[src/rtl/dmem_arbiter_if.sv]
// Bundle of both requester ports and the dmem-side bus used by dmem_arbiter.
// slave = the arbiter's view; master = the requesters and memory around it.
interface dmem_arbiter_if #(
  parameter int XLEN = 32
);
  logic            p0_req,     p1_req;
  logic            p0_we,      p1_we;
  logic [XLEN-1:0] p0_addr,    p1_addr;
  logic [XLEN-1:0] p0_wdata,   p1_wdata;
  logic [3:0]      p0_byte_en, p1_byte_en;
  logic            p0_gnt,     p1_gnt;
  logic            p0_done,    p1_done;
  logic [XLEN-1:0] p0_rdata,   p1_rdata;
  logic [XLEN-1:0] mem_addr;
  logic [XLEN-1:0] mem_wdata;
  logic [3:0]      mem_byte_en;
  logic            mem_wr_en;
  logic            mem_rd_en;
  logic [XLEN-1:0] mem_rdata;
  logic            busy;

  modport slave (
    input  p0_req, p1_req, p0_we, p1_we, p0_addr, p1_addr,
           p0_wdata, p1_wdata, p0_byte_en, p1_byte_en, mem_rdata,
    output p0_gnt, p1_gnt, p0_done, p1_done, p0_rdata, p1_rdata,
           mem_addr, mem_wdata, mem_byte_en, mem_wr_en, mem_rd_en, busy
  );

  modport master (
    output p0_req, p1_req, p0_we, p1_we, p0_addr, p1_addr,
           p0_wdata, p1_wdata, p0_byte_en, p1_byte_en, mem_rdata,
    input  p0_gnt, p1_gnt, p0_done, p1_done, p0_rdata, p1_rdata,
           mem_addr, mem_wdata, mem_byte_en, mem_wr_en, mem_rd_en, busy
  );
endinterface

[src/rtl/dmem_arbiter.sv]
// Sequencing arbiter sharing single-port dmem between the LSU (port 0) and a DMA/debug master (port 1).
// Define DMEM_ARB_RR_EN for round-robin tie-breaking; otherwise port 0 wins every tie.
module dmem_arbiter #(
  parameter int XLEN        = 32,
  parameter int MEM_LATENCY = 1
) (
  input logic           clk,
  input logic           reset,
  dmem_arbiter_if.slave bus
);

  typedef enum logic [1:0] {IDLE, ACCESS, WAIT} state_t;

  state_t          state;
  logic            cmd_we;
  logic            cmd_port;
  logic [3:0]      lat_cnt;
  logic            grant;
  logic            win;
  logic            sel_we;
  logic [XLEN-1:0] sel_addr;
  logic [XLEN-1:0] sel_wdata;
  logic [3:0]      sel_be;

`ifdef DMEM_ARB_RR_EN
  logic            last_gnt;
`endif

  always_comb begin
`ifdef DMEM_ARB_RR_EN
    if (bus.p0_req && bus.p1_req) win = ~last_gnt;
    else                          win = ~bus.p0_req;
`else
    win = ~bus.p0_req;
`endif
    sel_we    = win ? bus.p1_we      : bus.p0_we;
    sel_addr  = win ? bus.p1_addr    : bus.p0_addr;
    sel_wdata = win ? bus.p1_wdata   : bus.p0_wdata;
    sel_be    = win ? bus.p1_byte_en : bus.p0_byte_en;
  end

  // Grant is combinational from IDLE; reset masks it so every output reads 0 while held.
  assign grant      = (state == IDLE) && (bus.p0_req || bus.p1_req) && !reset;
  assign bus.p0_gnt = grant && !win;
  assign bus.p1_gnt = grant &&  win;
  assign bus.busy   = (state != IDLE);

  always_ff @(posedge clk or posedge reset) begin
    if (reset) begin
      state           <= IDLE;
      cmd_we          <= 1'b0;
      cmd_port        <= 1'b0;
      lat_cnt         <= '0;
      bus.p0_done     <= 1'b0;
      bus.p1_done     <= 1'b0;
      bus.p0_rdata    <= '0;
      bus.p1_rdata    <= '0;
      bus.mem_addr    <= '0;
      bus.mem_wdata   <= '0;
      bus.mem_byte_en <= '0;
      bus.mem_wr_en   <= 1'b0;
      bus.mem_rd_en   <= 1'b0;
`ifdef DMEM_ARB_RR_EN
      last_gnt        <= 1'b1;
`endif
    end else begin
      bus.p0_done     <= 1'b0;
      bus.p1_done     <= 1'b0;
      bus.mem_addr    <= '0;
      bus.mem_wdata   <= '0;
      bus.mem_byte_en <= '0;
      bus.mem_wr_en   <= 1'b0;
      bus.mem_rd_en   <= 1'b0;
      case (state)
        IDLE: begin
          if (grant) begin
            // The captured command lands directly in the mem_* registers for the ACCESS cycle.
            cmd_we          <= sel_we;
            cmd_port        <= win;
            bus.mem_addr    <= sel_addr;
            bus.mem_wdata   <= sel_wdata;
            bus.mem_byte_en <= sel_be;
            bus.mem_wr_en   <= sel_we;
            bus.mem_rd_en   <= !sel_we;
            state           <= ACCESS;
`ifdef DMEM_ARB_RR_EN
            last_gnt        <= win;
`endif
          end
        end
        ACCESS: begin
          if (cmd_we) begin
            bus.p0_done <= !cmd_port;
            bus.p1_done <=  cmd_port;
            state       <= IDLE;
          end else begin
            lat_cnt <= 4'(MEM_LATENCY);
            state   <= WAIT;
          end
        end
        WAIT: begin
          if (lat_cnt == 4'd1) begin
            if (cmd_port) bus.p1_rdata <= bus.mem_rdata;
            else          bus.p0_rdata <= bus.mem_rdata;
            bus.p0_done <= !cmd_port;
            bus.p1_done <=  cmd_port;
            lat_cnt     <= '0;
            state       <= IDLE;
          end else begin
            lat_cnt <= lat_cnt - 4'd1;
          end
        end
        default: state <= IDLE;
      endcase
    end
  end

endmodule
[src/flat_wrapper.sv]
// flat-port wrapper written by rule: the top's interface ports become plain ports
module dmem_arbiter_flat 
#(
  parameter int XLEN        = 32,
  parameter int MEM_LATENCY = 1
)
  (clk, reset, bus_p0_req, bus_p1_req, bus_p0_we, bus_p1_we, bus_p0_addr, bus_p1_addr, bus_p0_wdata, bus_p1_wdata, bus_p0_byte_en, bus_p1_byte_en, bus_mem_rdata, bus_p0_gnt, bus_p1_gnt, bus_p0_done, bus_p1_done, bus_p0_rdata, bus_p1_rdata, bus_mem_addr, bus_mem_wdata, bus_mem_byte_en, bus_mem_wr_en, bus_mem_rd_en, bus_busy);
  dmem_arbiter_if #(.XLEN(XLEN)) bus_i ();
  input logic clk;
  input logic reset;
  input wire logic [$bits(bus_i.p0_req)-1:0] bus_p0_req;
  input wire logic [$bits(bus_i.p1_req)-1:0] bus_p1_req;
  input wire logic [$bits(bus_i.p0_we)-1:0] bus_p0_we;
  input wire logic [$bits(bus_i.p1_we)-1:0] bus_p1_we;
  input wire logic [$bits(bus_i.p0_addr)-1:0] bus_p0_addr;
  input wire logic [$bits(bus_i.p1_addr)-1:0] bus_p1_addr;
  input wire logic [$bits(bus_i.p0_wdata)-1:0] bus_p0_wdata;
  input wire logic [$bits(bus_i.p1_wdata)-1:0] bus_p1_wdata;
  input wire logic [$bits(bus_i.p0_byte_en)-1:0] bus_p0_byte_en;
  input wire logic [$bits(bus_i.p1_byte_en)-1:0] bus_p1_byte_en;
  input wire logic [$bits(bus_i.mem_rdata)-1:0] bus_mem_rdata;
  output wire logic [$bits(bus_i.p0_gnt)-1:0] bus_p0_gnt;
  output wire logic [$bits(bus_i.p1_gnt)-1:0] bus_p1_gnt;
  output wire logic [$bits(bus_i.p0_done)-1:0] bus_p0_done;
  output wire logic [$bits(bus_i.p1_done)-1:0] bus_p1_done;
  output wire logic [$bits(bus_i.p0_rdata)-1:0] bus_p0_rdata;
  output wire logic [$bits(bus_i.p1_rdata)-1:0] bus_p1_rdata;
  output wire logic [$bits(bus_i.mem_addr)-1:0] bus_mem_addr;
  output wire logic [$bits(bus_i.mem_wdata)-1:0] bus_mem_wdata;
  output wire logic [$bits(bus_i.mem_byte_en)-1:0] bus_mem_byte_en;
  output wire logic [$bits(bus_i.mem_wr_en)-1:0] bus_mem_wr_en;
  output wire logic [$bits(bus_i.mem_rd_en)-1:0] bus_mem_rd_en;
  output wire logic [$bits(bus_i.busy)-1:0] bus_busy;
  assign bus_i.p0_req = bus_p0_req;
  assign bus_i.p1_req = bus_p1_req;
  assign bus_i.p0_we = bus_p0_we;
  assign bus_i.p1_we = bus_p1_we;
  assign bus_i.p0_addr = bus_p0_addr;
  assign bus_i.p1_addr = bus_p1_addr;
  assign bus_i.p0_wdata = bus_p0_wdata;
  assign bus_i.p1_wdata = bus_p1_wdata;
  assign bus_i.p0_byte_en = bus_p0_byte_en;
  assign bus_i.p1_byte_en = bus_p1_byte_en;
  assign bus_i.mem_rdata = bus_mem_rdata;
  assign bus_p0_gnt = bus_i.p0_gnt;
  assign bus_p1_gnt = bus_i.p1_gnt;
  assign bus_p0_done = bus_i.p0_done;
  assign bus_p1_done = bus_i.p1_done;
  assign bus_p0_rdata = bus_i.p0_rdata;
  assign bus_p1_rdata = bus_i.p1_rdata;
  assign bus_mem_addr = bus_i.mem_addr;
  assign bus_mem_wdata = bus_i.mem_wdata;
  assign bus_mem_byte_en = bus_i.mem_byte_en;
  assign bus_mem_wr_en = bus_i.mem_wr_en;
  assign bus_mem_rd_en = bus_i.mem_rd_en;
  assign bus_busy = bus_i.busy;
  dmem_arbiter #(.XLEN(XLEN), .MEM_LATENCY(MEM_LATENCY)) u_core (.clk(clk), .reset(reset), .bus(bus_i));
endmodule
[config.mk]
export PLATFORM = sky130hd
export DESIGN_NAME = dmem_arbiter_flat
export DESIGN_NICKNAME = d
export VERILOG_FILES = /design/src/rtl/dmem_arbiter_if.sv /design/src/rtl/dmem_arbiter.sv /design/src/flat_wrapper.sv
export SDC_FILE = /design/constraint.sdc
export NUM_CORES = 1
export LEC_CHECK = 0
export ABC_AREA = 1
export BUFFER_PORTS_ARGS = -buffer_cell sky130_fd_sc_hd__buf_2
export CAP_MARGIN = 20
export CORE_AREA = 5 5 117 119
export CTS_CLUSTER_SIZE = 10
export DETAILED_ROUTE_END_ITERATION = 12
export DIE_AREA = 0 0 122 124
export PLACE_DENSITY = 0.81
export SKIP_CTS_REPAIR_TIMING = 1
export SYNTH_ARGS = -nofsm -noshare
export SYNTH_HDL_FRONTEND = slang
export SYNTH_SLANG_ARGS = --single-unit
[constraint.sdc]
create_clock -name clk -period 7.2 [get_ports clk]
set_input_delay 0 -clock clk [delete_from_list [all_inputs] [get_ports clk]]
set_output_delay 0 -clock clk [all_outputs]
set_load 0.05 [all_outputs]
# ---- Word level (Yosys, flattened, before mapping)
# Index checks and enable logic that the tools add are counted.
dict set report op_classes {
  add_sub_neg 1
  eq_ne 6
  muxes 27
  bitwise_logic 2
  reduce_logical 16
}
# cell count
set op_table {}
lappend op_table {{$mux 32} 6}
lappend op_table {{$mux 4} 5}
lappend op_table {{$mux 1} 9}
lappend op_table {{$pmux 4 s2} 1}
lappend op_table {{$mux 2} 3}
lappend op_table {{$pmux 2 s3} 1}
lappend op_table {{$reduce_and 2->1} 3}
lappend op_table {{$reduce_and 3->1} 2}
lappend op_table {{$eq 4x1->1 const B} 1}
lappend op_table {{$logic_and 1x1->1} 4}
lappend op_table {{$ne 2x1->1 const B} 2}
lappend op_table {{$pmux 1 s2} 2}
lappend op_table {{$reduce_bool 2->1} 2}
lappend op_table {{$sub 4x1->4 const B} 1}
lappend op_table {{$logic_not 1->1} 3}
lappend op_table {{$eq 2x1->1 const B} 1}
lappend op_table {{$eq 2x2->1 const B} 1}
lappend op_table {{$logic_not 2->1} 1}
lappend op_table {{$ne 2x2->1 const B} 1}
lappend op_table {{$not 1->1} 2}
lappend op_table {{$logic_or 1x1->1} 1}
dict set report totals {
  regBits 144
  output_inout_bits 139
}

# ---- Logic depth before layout (Yosys ltp)
# Gate-level depths: netlist of the first run.
dict set report logic_depth {
  depth_word 5
  ltp_mapped 10
  ltp_nobuf 8
}

# ---- Least setup slack after synthesis of the first run
# Ideal clock, no wire load.
dict set report synth_path {
  path_kind {reg2reg}
  startpoint {register u_core.state[0]}
  endpoint {register u_core.bus.mem_byte_en[0] in the netlist's numbering}
  arrival_ns 1.757
  slack_ns 5.377
  stages_incl_launch_ff 10
  n_path_buf 1
  period_less_slack_ns 1.823
  path_cell_list {dfrtp_1 inv_1 ha_1 inv_1 nor2_2 o21ai_4 nor2_4 buf_2 nand2_1 nand2_1}
}
dict set report synth_via {
  elab_chain_cells 5
}
# element line
set synth_lines {}
lappend synth_lines {{start: declaration} dmem_arbiter.sv:14} ;# state_t state;
lappend synth_lines {{start signal: assignment} dmem_arbiter.sv:50} ;# state <= IDLE;
lappend synth_lines {{start signal: assignment} dmem_arbiter.sv:85} ;# state <= ACCESS;
lappend synth_lines {{start signal: assignment} dmem_arbiter.sv:95} ;# state <= IDLE;
lappend synth_lines {{$logic_not 2->1 (*)} {dmem_arbiter.sv:43, dmem_arbiter.sv:74}}
lappend synth_lines {{$logic_and 1x1->1 (2 in series)} dmem_arbiter.sv:43} ;# assign grant = (state == IDLE) && (bus.p0_req || bus.p1_req) && !reset;
lappend synth_lines {{$mux 4} dmem_arbiter.sv:76} ;# if (grant) begin
lappend synth_lines {{$mux 4 (*)} dmem_arbiter.sv:74} ;# case (state)
lappend synth_lines {{end signal: assignment} dmem_arbiter.sv:82} ;# bus.mem_byte_en <= sel_be;
lappend synth_lines {{end: declaration} dmem_arbiter_if.sv:26} ;# mem_addr, mem_wdata, mem_byte_en, mem_wr_en, mem_rd_en, busy
# Every way passes the cells marked *; elsewhere a longest branch is shown, timed or not.
# A chain may end at the register's enable or synchronous reset.

# ---- Worst setup path in the final report of the first run
dict set report layout_path {
  startpoint {register u_core.state[0]}
  endpoint {register u_core.bus.mem_addr[9] in the netlist's numbering}
}
dict set report layout_via {
  elab_chain_cells 5
}
# element line
set layout_lines {}
lappend layout_lines {{$logic_not 2->1 (*)} {dmem_arbiter.sv:43, dmem_arbiter.sv:74}}
lappend layout_lines {{$logic_and 1x1->1 (2 in series)} dmem_arbiter.sv:43}
lappend layout_lines {{$mux 32} dmem_arbiter.sv:76}
lappend layout_lines {{$mux 32 (*)} dmem_arbiter.sv:74}
lappend layout_lines {{end signal: assignment} dmem_arbiter.sv:80} ;# bus.mem_addr <= sel_addr;
lappend layout_lines {{end: declaration} dmem_arbiter_if.sv:26}
# Marks and branches as above.

==> results.txt, run 1 <==
Peak supply drop -> 173 uV
Met1 global-route usage -> 25.0%
Status -> completed
Drt initial violations -> 603
H-tree levels -> 4
Clock sinks -> 144
Placed Instances -> 1065
CTS tree -> yes
Worst-Skew Late Latency -> 0.43 ns
Core area -> 12500 sq um
Starting Density -> 44.7%
Clock Root Buffer -> clkbuf_16
Crit path capture type -> flip-flop
Die Area -> 15100 sq um
Logic pwr share -> 45.8%
Post-synth EDFFs -> 0
Rows -> 41
Syn Inst Count -> 603
Remaining antenna violation count -> 0
Pint -> 2.09 mW
Count leader, synth -> nand2_1
Final wirelength -> 23600 microns
Largest net degree at the start of global routing -> 93
Pre-antenna DRT Iters -> 5
Clk buf depth -> 2
Global route hottest layer -> met2
R2R Setup Slk -> 4.54 ns
Flop pwr share -> 30.8%
Final Instance Count excl. Fillers -> 1274
Die width -> 122 microns
Residual DRC count -> 0
Top cell type's share of synthesized area -> 64.7%
Avg Vias per Cell -> 4.99
Area occupied by multi-input gates -> 1660 sq um
Layout cells sized above 1 -> 32.1%
Dpl hpwl -> 12700 microns
Max Fanout on Critical Path -> 69
Period Utilization, post-route -> 37.0%
Fin Setup TNS -> 0 ns
Clock skew -> 0.00806 ns
Drt wl/cell -> 18.5 microns
Mapped Nets -> 783
Max_cap viols -> 0
Die Ht -> 124 microns
Psw -> 1.84 mW
Final Setup Violations -> 0
Data required, critical path -> 7.55 ns
Syn avg cell area -> 9.23 sq um
Fillers -> 708
Flops & latches, synth -> 144
Post-synth design cell area -> 5570 sq um
IO buf count -> 312
GRT Overall Usage -> 21.9%
Final hold violation count -> 0
Met3 Usage GRT -> 9.63%
Met2 Track Usage GR -> 36.0%
I/O pins -> 313
Leakage -> 5.63 nW
Tmin final -> 2.66 ns
Power Density -> 409 nW/um^2
Synth cell count leaders -> nand2_1, dfrtp_1, o21ai_0
Number of antenna violations at the first check in global routing -> 4
Min-Delay Path Class -> in2async
Unrepaired setup endpoints after global routing -> no
Netlist cell types -> 19
Clk pin slew, worst setup/hold paths -> 0.06 ns
GPL Wtd Cong -> 0.842
Max-slew violations -> 0
Worst Path Arrival -> 3.01 ns
FF/Latch Area -> 3600 sq um
R2R depth -> 10
GR Overflow Total -> 0
CTS Buf Count -> 17
Nets@finish -> 1267
Sw Share -> 46.9%
Startpoint Class -> flip-flop
Fmax -> 0.376 GHz
Async set-reset flop share out of synthesis -> 100%
Largest cells by area after synthesis -> dfrtp_1, nand2_1, o21ai_0
Least-Margin Pin Slew -> 0.833 ns
Worst R2R End -> u_core.bus.mem_addr[9]$_DFF_PP0_
Crit Path Category -> reg2reg
DR vias -> 6355
Global-route wire length before repair -> 24800 microns
Clock network fraction of total power -> 23.3%
Tot Pwr -> 3.93 mW
Synth area leader -> dfrtp_1
Worst R2R Start -> u_core.state[0]$_DFFE_PP0P_
Area Overhead vs Synth -> 72.6%
Top_reg_cell synth -> dfrtp_1
Slew HR -> 44.5%
Register area share after synthesis -> 64.7%
Vias in the first global route -> 4771
Warnings, synthesis -> 0
[power by group through the flow]
stage | Sequential, mW | Combinational, mW | Clock, mW
3_5_place_dp | 1.20 | 1.63 | 0
2_1_floorplan | 2.06 | 0.342 | 0
5_1_grt | 1.23 | 1.90 | 0.962
3_3_place_gp | 1.19 | 1.60 | 0
4_1_cts | 1.19 | 1.64 | 0.911
6_report | 1.21 | 1.80 | 0.916
[worst max-delay path, stage by stage, from the launching register on]
cell	delay (ns)
dfrtp_1	0.40
inv_1	0.12
ha_1	0.17
inv_1	0.06
nor2_2	0.12
o21ai_4	0.12
nor2_4	0.08
buf_4	0.54
nand2_1	0.18
nand2_1	0.13
dlygate4sd3_1	0.61
[layout by cell type (no fill, tap or decap), drive strengths merged]
| cell type | count |
|---|---|
| clkinv | 4 |
| inv | 45 |
| nor2 | 12 |
| nand2 | 288 |
| o21ai | 67 |
| nand4 | 2 |
| bufinv | 4 |
| dlygate4sd3 | 175 |
| clkinvlp | 3 |
| nand3b | 1 |
| dfrtp | 144 |
| clkbuf | 19 |
| nand3 | 4 |
| ha | 6 |
| diode | 4 |
| o22ai | 1 |
| a21oi | 6 |
| buf | 317 |
[registers in the layout, summed over array words and instances (netlist names), 2 cells and up]
signal and flops:
u_core.bus.mem_byte_en 4, u_core.bus.mem_wdata 32, u_core.bus.p1_rdata 32, u_core.lat_cnt 4
u_core.bus.p0_rdata 32, u_core.state 2, u_core.bus.mem_addr 32
[how the worst max path moves through the flow]
stage                                      from                                  to  slack [ns]  depth (start not counted)
finish              u_core.state[0]$_DFFE_PP0P_    u_core.bus.mem_addr[9]$_DFF_PP0_        4.54                         10
global route        u_core.state[0]$_DFFE_PP0P_  u_core.bus.mem_wdata[18]$_DFF_PP0_        4.34                         10
CTS                 u_core.state[0]$_DFFE_PP0P_                          bus_p1_gnt        4.74                          8
detailed placement  u_core.state[0]$_DFFE_PP0P_                          bus_p1_gnt        5.20                          8
global placement    u_core.state[0]$_DFFE_PP0P_                          bus_p1_gnt        5.26                          8
floorplan                                 reset    u_core.bus.mem_addr[0]$_DFF_PP0_        3.33                          1
[kinds of logic (layout without fill, tap and decap cells)]
family / Yosys count / in the layout / share of synthesized area (%)
AND/OR/NAND/NOR: 307 / 307 / 21.5
other: 0 / 4 / 0
AO/OA/AOI/OAI: 74 / 74 / 6.88
buffers and inverters: 72 / 567 / 5.51
flip-flops: 144 / 144 / 64.7
adder cells (fa/ha/maj): 6 / 6 / 1.35
[metal layers]
| layer | up-vias | part of all wire, % |
|---|---|---|
| met2 | 423 | 49 |
| met5 | - | 0.055 |
| met4 | 2 | 5.5 |
| met1 | 2995 | 34 |
| li1 | 2820 | - |
| met3 | 115 | 11 |
[through the flow]
step | util, % | worst slack [ns] | area [sq um] | hold WS, ns
after floorplan | - | 3.33 | 5570 | 0.110
after global placement | 58.1 | 5.26 | 7250 | 0.193
after detailed placement | 58.1 | 5.20 | 7250 | 0.198
after CTS | 63.0 | 4.74 | 7850 | -0.246
after global routing | 77.1 | 4.34 | 9610 | 0.334
final | 77.1 | 4.54 | 9610 | 0.315
[layout make-up]
class	count	share of cell area, %
inverters	45	1.81
repair buffers	492	34.9
well taps	172	2.24
multi-input cells	387	17.2
clock inverters	11	1.73
clock buffers	19	4.51
flip-flops and latches	144	37.5
diodes	4	0.104
Power figures use the tool's default switching activity.
==> inputs of run 2 (changes only) <==
--- a/config.mk
+++ b/config.mk
@@ -8,11 +8,11 @@
 export ABC_AREA = 1
 export BUFFER_PORTS_ARGS = -buffer_cell sky130_fd_sc_hd__buf_2
 export CAP_MARGIN = 20
-export CORE_AREA = 5 5 117 119
+export CORE_MARGIN = 5
+export CORE_UTILIZATION = 44
 export CTS_CLUSTER_SIZE = 10
 export DETAILED_ROUTE_END_ITERATION = 12
-export DIE_AREA = 0 0 122 124
-export PLACE_DENSITY = 0.81
+export PLACE_DENSITY = 0.8
 export SKIP_CTS_REPAIR_TIMING = 1
 export SYNTH_ARGS = -nofsm -noshare
 export SYNTH_HDL_FRONTEND = slang
==> constraint.sdc (replaced) <==
create_clock -name clk -period 2.7 [get_ports clk]
set_input_delay 0 -clock clk [delete_from_list [all_inputs] [get_ports clk]]
set_output_delay 0 -clock clk [all_outputs]
set_load 0.05 [all_outputs]
==> results.txt, run 2 (synthesis results as in run 1) <==
Status -> finished with violations
Max Fanout on Critical Path -> 7 (-90%)
Slew HR -> 53.6% (+9.2 points)
WHS -> -0.0142 ns (-0.329 ns)
CTS Buf Count -> 17 (unchanged)
Clk pin slew, worst setup/hold paths -> 0.06 ns (about the same)
GRT Overall Usage -> 21.6% (-0.24 points)
Tmin final -> 2.49 ns (-0.168 ns)
Fmax -> 0.401 GHz (+6.7%)
GPL Wtd Cong -> 0.804 (-4.4%)
Layout cells sized above 1 -> 32.5% (+0.37 points)
Peak supply drop -> 464 uV (+170%)
Worst Path Arrival -> 2.85 ns (-0.16 ns)
Avg Vias per Cell -> 4.93 (-1.2%)
Clk buf depth -> 2 (unchanged)
Residual DRC count -> 0 (unchanged)
Die Area -> 15000 sq um (-0.84%)
Sw Share -> 47.0% (+0.089 points)
Die width -> 122 microns (+0.39%)
Vias in the first global route -> 4971 (+4.2%)
FF/Latch Area -> 3600 sq um (unchanged)
Commonest cells after routing, fill and taps aside -> buf_2, nand2_1, dlygate4sd3_1, dfrtp_1, o21ai_0
DR vias -> 6295 (-0.94%)
Post-place instance area -> 7290 sq um (+0.60%)
Starting Density -> 44.5% (-0.18 points)
Clock sinks -> 144 (unchanged)
Rows -> 41 (unchanged)
GR Overflow Total -> 0 (unchanged)
Least-Margin Pin Slew -> 0.696 ns (-0.137 ns)
Data required, critical path -> 3.06 ns (-4.49 ns)
Failing checks -> negative hold slack
Startpoint Class -> flip-flop
Worst Path Buf+Inv -> 4 (unchanged)
Dpl hpwl -> 12200 microns (-4.1%)
Unrepaired setup endpoints after global routing -> no
R2R Setup Slk -> 0.21 ns (-4.33 ns)
Clock skew -> 0.0124 ns (+0.00434 ns)
Flop pwr share -> 30.6% (-0.2 points)
Clock network fraction of total power -> 23.8% (+0.5 points)
Drt initial violations -> 522 (-13%)
Crit path capture type -> flip-flop
H-tree levels -> 4 (unchanged)
Min-Delay Path Class -> in2reg
Clock Root Buffer -> clkbuf_16
Global-route wire length before repair -> 24500 microns (-0.94%)
Area occupied by multi-input gates -> 1660 sq um (unchanged)
Die Ht -> 122 microns (-1.2%)
Psw -> 4.94 mW (+170%)
Pre-antenna DRT Iters -> 5 (unchanged)
Largest net degree at the start of global routing -> 90 (-3.2%)
Max-slew violations -> 0 (unchanged)
Fillers -> 725 (+2.4%)
Leakage -> 5.66 nW (+0.50%)
Worst-path cell chain -> inv_1, ha_1, inv_1, nor2_2, o21ai_4, nor2_4, nand2_1, dlygate4sd3_1, nand2_1, dlygate4sd3_1
Crit Path Category -> reg2reg
Crit-path slowest cell -> dlygate4sd3_1
Core area -> 12500 sq um (+0.41%)
Max_cap viols -> 0 (unchanged)
Logic pwr share -> 45.7% (about the same)
Power Density -> 1090 nW/um^2 (+170%)
Final design area excluding fillers -> 9680 sq um (+0.78%)
Pint -> 5.58 mW (+170%)
Remaining antenna violation count -> 0 (unchanged)
I/O pins -> 313 (unchanged)
CTS tree -> yes
CP max stage delay -> 0.56 ns (-0.05 ns)
Nets@finish -> 1268 (+0.079%)
Period Utilization, post-route -> 92.4% (+55 points)
Largest delay contributor family on the critical path -> buffers and inverters
Final Setup Violations -> 0 (unchanged)
Area Overhead vs Synth -> 74.0%
Fin Setup TNS -> 0 ns (unchanged)
Final hold violation count -> 1 (+1)
Tot Pwr -> 10.5 mW (+170%)
Drt wl/cell -> 17.9 microns (-3.2%)
Number of antenna violations at the first check in global routing -> 2 (-2)
IO buf count -> 312 (unchanged)
Final wirelength -> 22900 microns (-3.0%)
Worst-Skew Late Latency -> 0.43 ns (about the same)
Commonest non-fill, non-tap cell in the layout -> buf_2
[run 2: changes by cell type in the layout (fill, tap and decap cells not counted)]
cell       delta
bufinv_16     -1
clkinv_2      -3
clkbuf_8      +2
inv_8         +1
buf_4         -2
buf_12        +3
clkinv_4      +4
clkbuf_1      -2
inv_6         +1
[run 2: worst paths after layout]
path / start / to / cells past startpoint
setup / recovery: u_core.state[0]$_DFFE_PP0P_ / u_core.bus.mem_wdata[27]$_DFF_PP0_ / 10
hold / removal: bus_p1_req / u_core.bus.mem_rd_en$_DFF_PP0_ / 3
setup reg to reg: u_core.state[0]$_DFFE_PP0P_ / u_core.bus.mem_wdata[27]$_DFF_PP0_ / 10
hold reg to reg: u_core.bus.p0_rdata[25]$_DFFE_PP0P_ / u_core.bus.p0_rdata[25]$_DFFE_PP0P_ / 2
max in group asynchronous: reset / u_core.bus.mem_addr[31]$_DFF_PP0_ / 4
min in group asynchronous: reset / u_core.state[1]$_DFFE_PP0P_ / 4
[run 2: layout make-up]
cell class / instances / share of cell area, %
Clock inverter: 13 / 1.83
Sequential cell: 144 / 37.2
Antenna cell: 4 / 0.103
Tap cell: 172 / 2.22
Inverter: 45 / 1.78
Clock buffer: 19 / 4.68
Multi-Input combinational cell: 387 / 17.1
Timing Repair Buffer: 493 / 35.1
[run 2: tightest hold or removal path, cell delays in order]
cell and delay, ns:
buf_2 0.11, o21ai_4 0.10, nor2_1 0.14
[run 2: power groups by stage]
stage               Sequential, mW  Combinational [mW]  Clock, mW
global route                  3.28                5.07       2.64
finish                        3.22                4.80       2.50
floorplan                     5.50               0.913          0
detailed placement            3.21                4.36          0
CTS                           3.18                4.37       2.51
global placement              3.20                4.28          0
[run 2: through the flow]
step	instances	setup WS (ns)	hold WS [ns]	util [%]
floorplan	603	0.877	0.110	-
global placement	1066	0.990	0.192	58.3
detailed placement	1066	0.934	0.197	58.3
CTS	1098	0.466	-0.264	63.3
global route	1275	0.116	0.00725	77.3
finish	1277	0.206	-0.0142	77.4
[run 2: per-layer routing]
layer  wire length [microns]  GRT usage (%)  share of wire (%)  up-vias
met5                       0              0                  0        -
met4                    1120           9.66                4.9        0
met3                    2410           10.7                 11      108
met2                   11500           35.0                 50      438
met1                    7930           24.1                 35     2916
li1                        -              -                  -     2833
==> inputs of run 3 (changes only) <==
--- a/config.mk
+++ b/config.mk
@@ -6,13 +6,13 @@
 export NUM_CORES = 1
 export LEC_CHECK = 0
 export ABC_AREA = 1
-export BUFFER_PORTS_ARGS = -buffer_cell sky130_fd_sc_hd__buf_2
+export ABC_CLOCK_PERIOD_IN_PS = 2700
 export CAP_MARGIN = 20
-export CORE_MARGIN = 5
-export CORE_UTILIZATION = 44
+export CORE_AREA = 5 5 118 120
 export CTS_CLUSTER_SIZE = 10
 export DETAILED_ROUTE_END_ITERATION = 12
-export PLACE_DENSITY = 0.8
+export DIE_AREA = 0 0 123 125
+export DONT_BUFFER_PORTS = 1
 export SKIP_CTS_REPAIR_TIMING = 1
 export SYNTH_ARGS = -nofsm -noshare
 export SYNTH_HDL_FRONTEND = slang
==> results.txt, run 3 <==
Status -> did not finish
Exit stage -> global routing (5_1_grt)
Tool error -> [ERROR RSZ-0060] Max buffer count reached.
Dpl hpwl -> 10900 microns (-10%)
Rows -> 42 (+2.4%)
I/O pins -> 313 (unchanged)
Xor and xnor area share after synthesis -> 0% (unchanged)
Top cell type's share of synthesized area -> 64.7% (unchanged)
Netlist cell types -> 19 (unchanged)
Post-synth EDFFs -> 0 (unchanged)
Post-synth design cell area -> 5570 sq um (unchanged)
Clock Root Buffer -> clkbuf_16
H-tree levels -> 4 (unchanged)
Largest family of logic cells by synthesized area -> simple AND/OR/NAND/NOR gates
Post-synthesis mux area share -> 0% (unchanged)
Post-place instance area -> 5750 sq um (-21%)
Async set-reset flop share out of synthesis -> 100% (unchanged)
Syn Inst Count -> 603 (unchanged)
Mapped Nets -> 783 (unchanged)
Flops & latches, synth -> 144 (unchanged)
Clk buf depth -> 2 (unchanged)
Synth Area in Simple Gates -> 21.5% (unchanged)
Top_reg_cell synth -> dfrtp_1
Synth Area in Compound Gates -> 6.88% (unchanged)
Count leader, synth -> nand2_1
Warnings, synthesis -> 0 (unchanged)
Largest net degree at the start of global routing -> 70
Die width -> 123 microns (+0.42%)
Synth area leader -> dfrtp_1
Syn avg cell area -> 9.23 sq um (unchanged)
Largest cells by area after synthesis -> dfrtp_1, nand2_1, o21ai_0
Starting Density -> 43.2% (-1.2 points)
IO buf count -> 0 (-100%)
Adder-Cell Fraction of Synth Area -> 1.35% (unchanged)
Register area share after synthesis -> 64.7% (unchanged)
Die Ht -> 125 microns (+2.1%)
CTS Buf Count -> 17 (unchanged)
Clock sinks -> 144 (unchanged)
GPL Wtd Cong -> 0.858 (+6.7%)
Synth cell count leaders -> nand2_1, dfrtp_1, o21ai_0
## run 3: kinds of logic after synthesis
family	count (synthesis)
AO/OA/AOI/OAI	74
AND/OR/NAND/NOR	307
flip-flops	144
adder cells (fa/ha/maj)	6
buffers and inverters	72
## run 3: stage by stage
stage                     hold WS (ns)  utilization, %  worst slack [ns]  std cells
after global placement          0.0815            44.6             0.785        758
after CTS                       -0.338            49.0             0.563        790
after detailed placement        0.0992            44.6             0.710        758
after floorplan                  0.110               -             0.877        603
==> inputs of run 4 (changes only) <==
--- a/config.mk
+++ b/config.mk
@@ -8,11 +8,11 @@
 export ABC_AREA = 1
 export ABC_CLOCK_PERIOD_IN_PS = 2700
 export CAP_MARGIN = 20
-export CORE_AREA = 5 5 118 120
-export CTS_CLUSTER_SIZE = 10
+export CORE_MARGIN = 5
+export CORE_UTILIZATION = 35
 export DETAILED_ROUTE_END_ITERATION = 12
-export DIE_AREA = 0 0 123 125
 export DONT_BUFFER_PORTS = 1
+export PLACE_DENSITY_LB_ADDON = 0.15
 export SKIP_CTS_REPAIR_TIMING = 1
 export SYNTH_ARGS = -nofsm -noshare
 export SYNTH_HDL_FRONTEND = slang
==> results.txt, run 4 <==
Status -> did not finish
Exit stage -> global routing (5_1_grt)
Tool error -> [ERROR RSZ-0060] Max buffer count reached.
Starting Density -> 35.3% (-7.9 points)
Synth Area in Compound Gates -> 6.88% (unchanged)
Post-synth design cell area -> 5570 sq um (unchanged)
Syn avg cell area -> 9.23 sq um (unchanged)
Warnings, synthesis -> 0 (unchanged)
Register area share after synthesis -> 64.7% (unchanged)
Top_reg_cell synth -> dfrtp_1
Synth cell count leaders -> nand2_1, dfrtp_1, o21ai_0
Dpl hpwl -> 10900 microns (+0.12%)
Post-synthesis mux area share -> 0% (unchanged)
Clock sinks -> 144 (unchanged)
Die Ht -> 136 microns (+8.9%)
GPL Wtd Cong -> 0.849 (-1.0%)
Flops & latches, synth -> 144 (unchanged)
Top cell type's share of synthesized area -> 64.7% (unchanged)
Die width -> 136 microns (+11%)
Syn Inst Count -> 603 (unchanged)
Post-synth EDFFs -> 0 (unchanged)
Xor and xnor area share after synthesis -> 0% (unchanged)
Largest family of logic cells by synthesized area -> simple AND/OR/NAND/NOR gates
Mapped Nets -> 783 (unchanged)
I/O pins -> 313 (unchanged)
CTS Buf Count -> 17 (unchanged)
Clk buf depth -> 2 (unchanged)
Count leader, synth -> nand2_1
Netlist cell types -> 19 (unchanged)
Largest cells by area after synthesis -> dfrtp_1, nand2_1, o21ai_0
H-tree levels -> 4 (unchanged)
Rows -> 46 (+9.5%)
Synth Area in Simple Gates -> 21.5% (unchanged)
Synth area leader -> dfrtp_1
Clock Root Buffer -> clkbuf_16
Async set-reset flop share out of synthesis -> 100% (unchanged)
Adder-Cell Fraction of Synth Area -> 1.35% (unchanged)
IO buf count -> 0 (unchanged)
Largest net degree at the start of global routing -> 130
[run 4: cell counts after synthesis]
Identical to the previous run, type by type.
[run 4: cells by family after synthesis]
group | Yosys count
AO/OA/AOI/OAI | 74
adder cells (fa/ha/maj) | 6
buffers and inverters | 72
flip-flops | 144
AND/OR/NAND/NOR | 307
[run 4: stage by stage]
| stage | area, sq um | std cells | worst slack [ns] |
|---|---|---|---|
| floorplan | 5570 | 603 | 0.877 |
| global placement | 5800 | 798 | 0.765 |
| detailed placement | 5800 | 798 | 0.688 |
| CTS | 6370 | 830 | 0.333 |
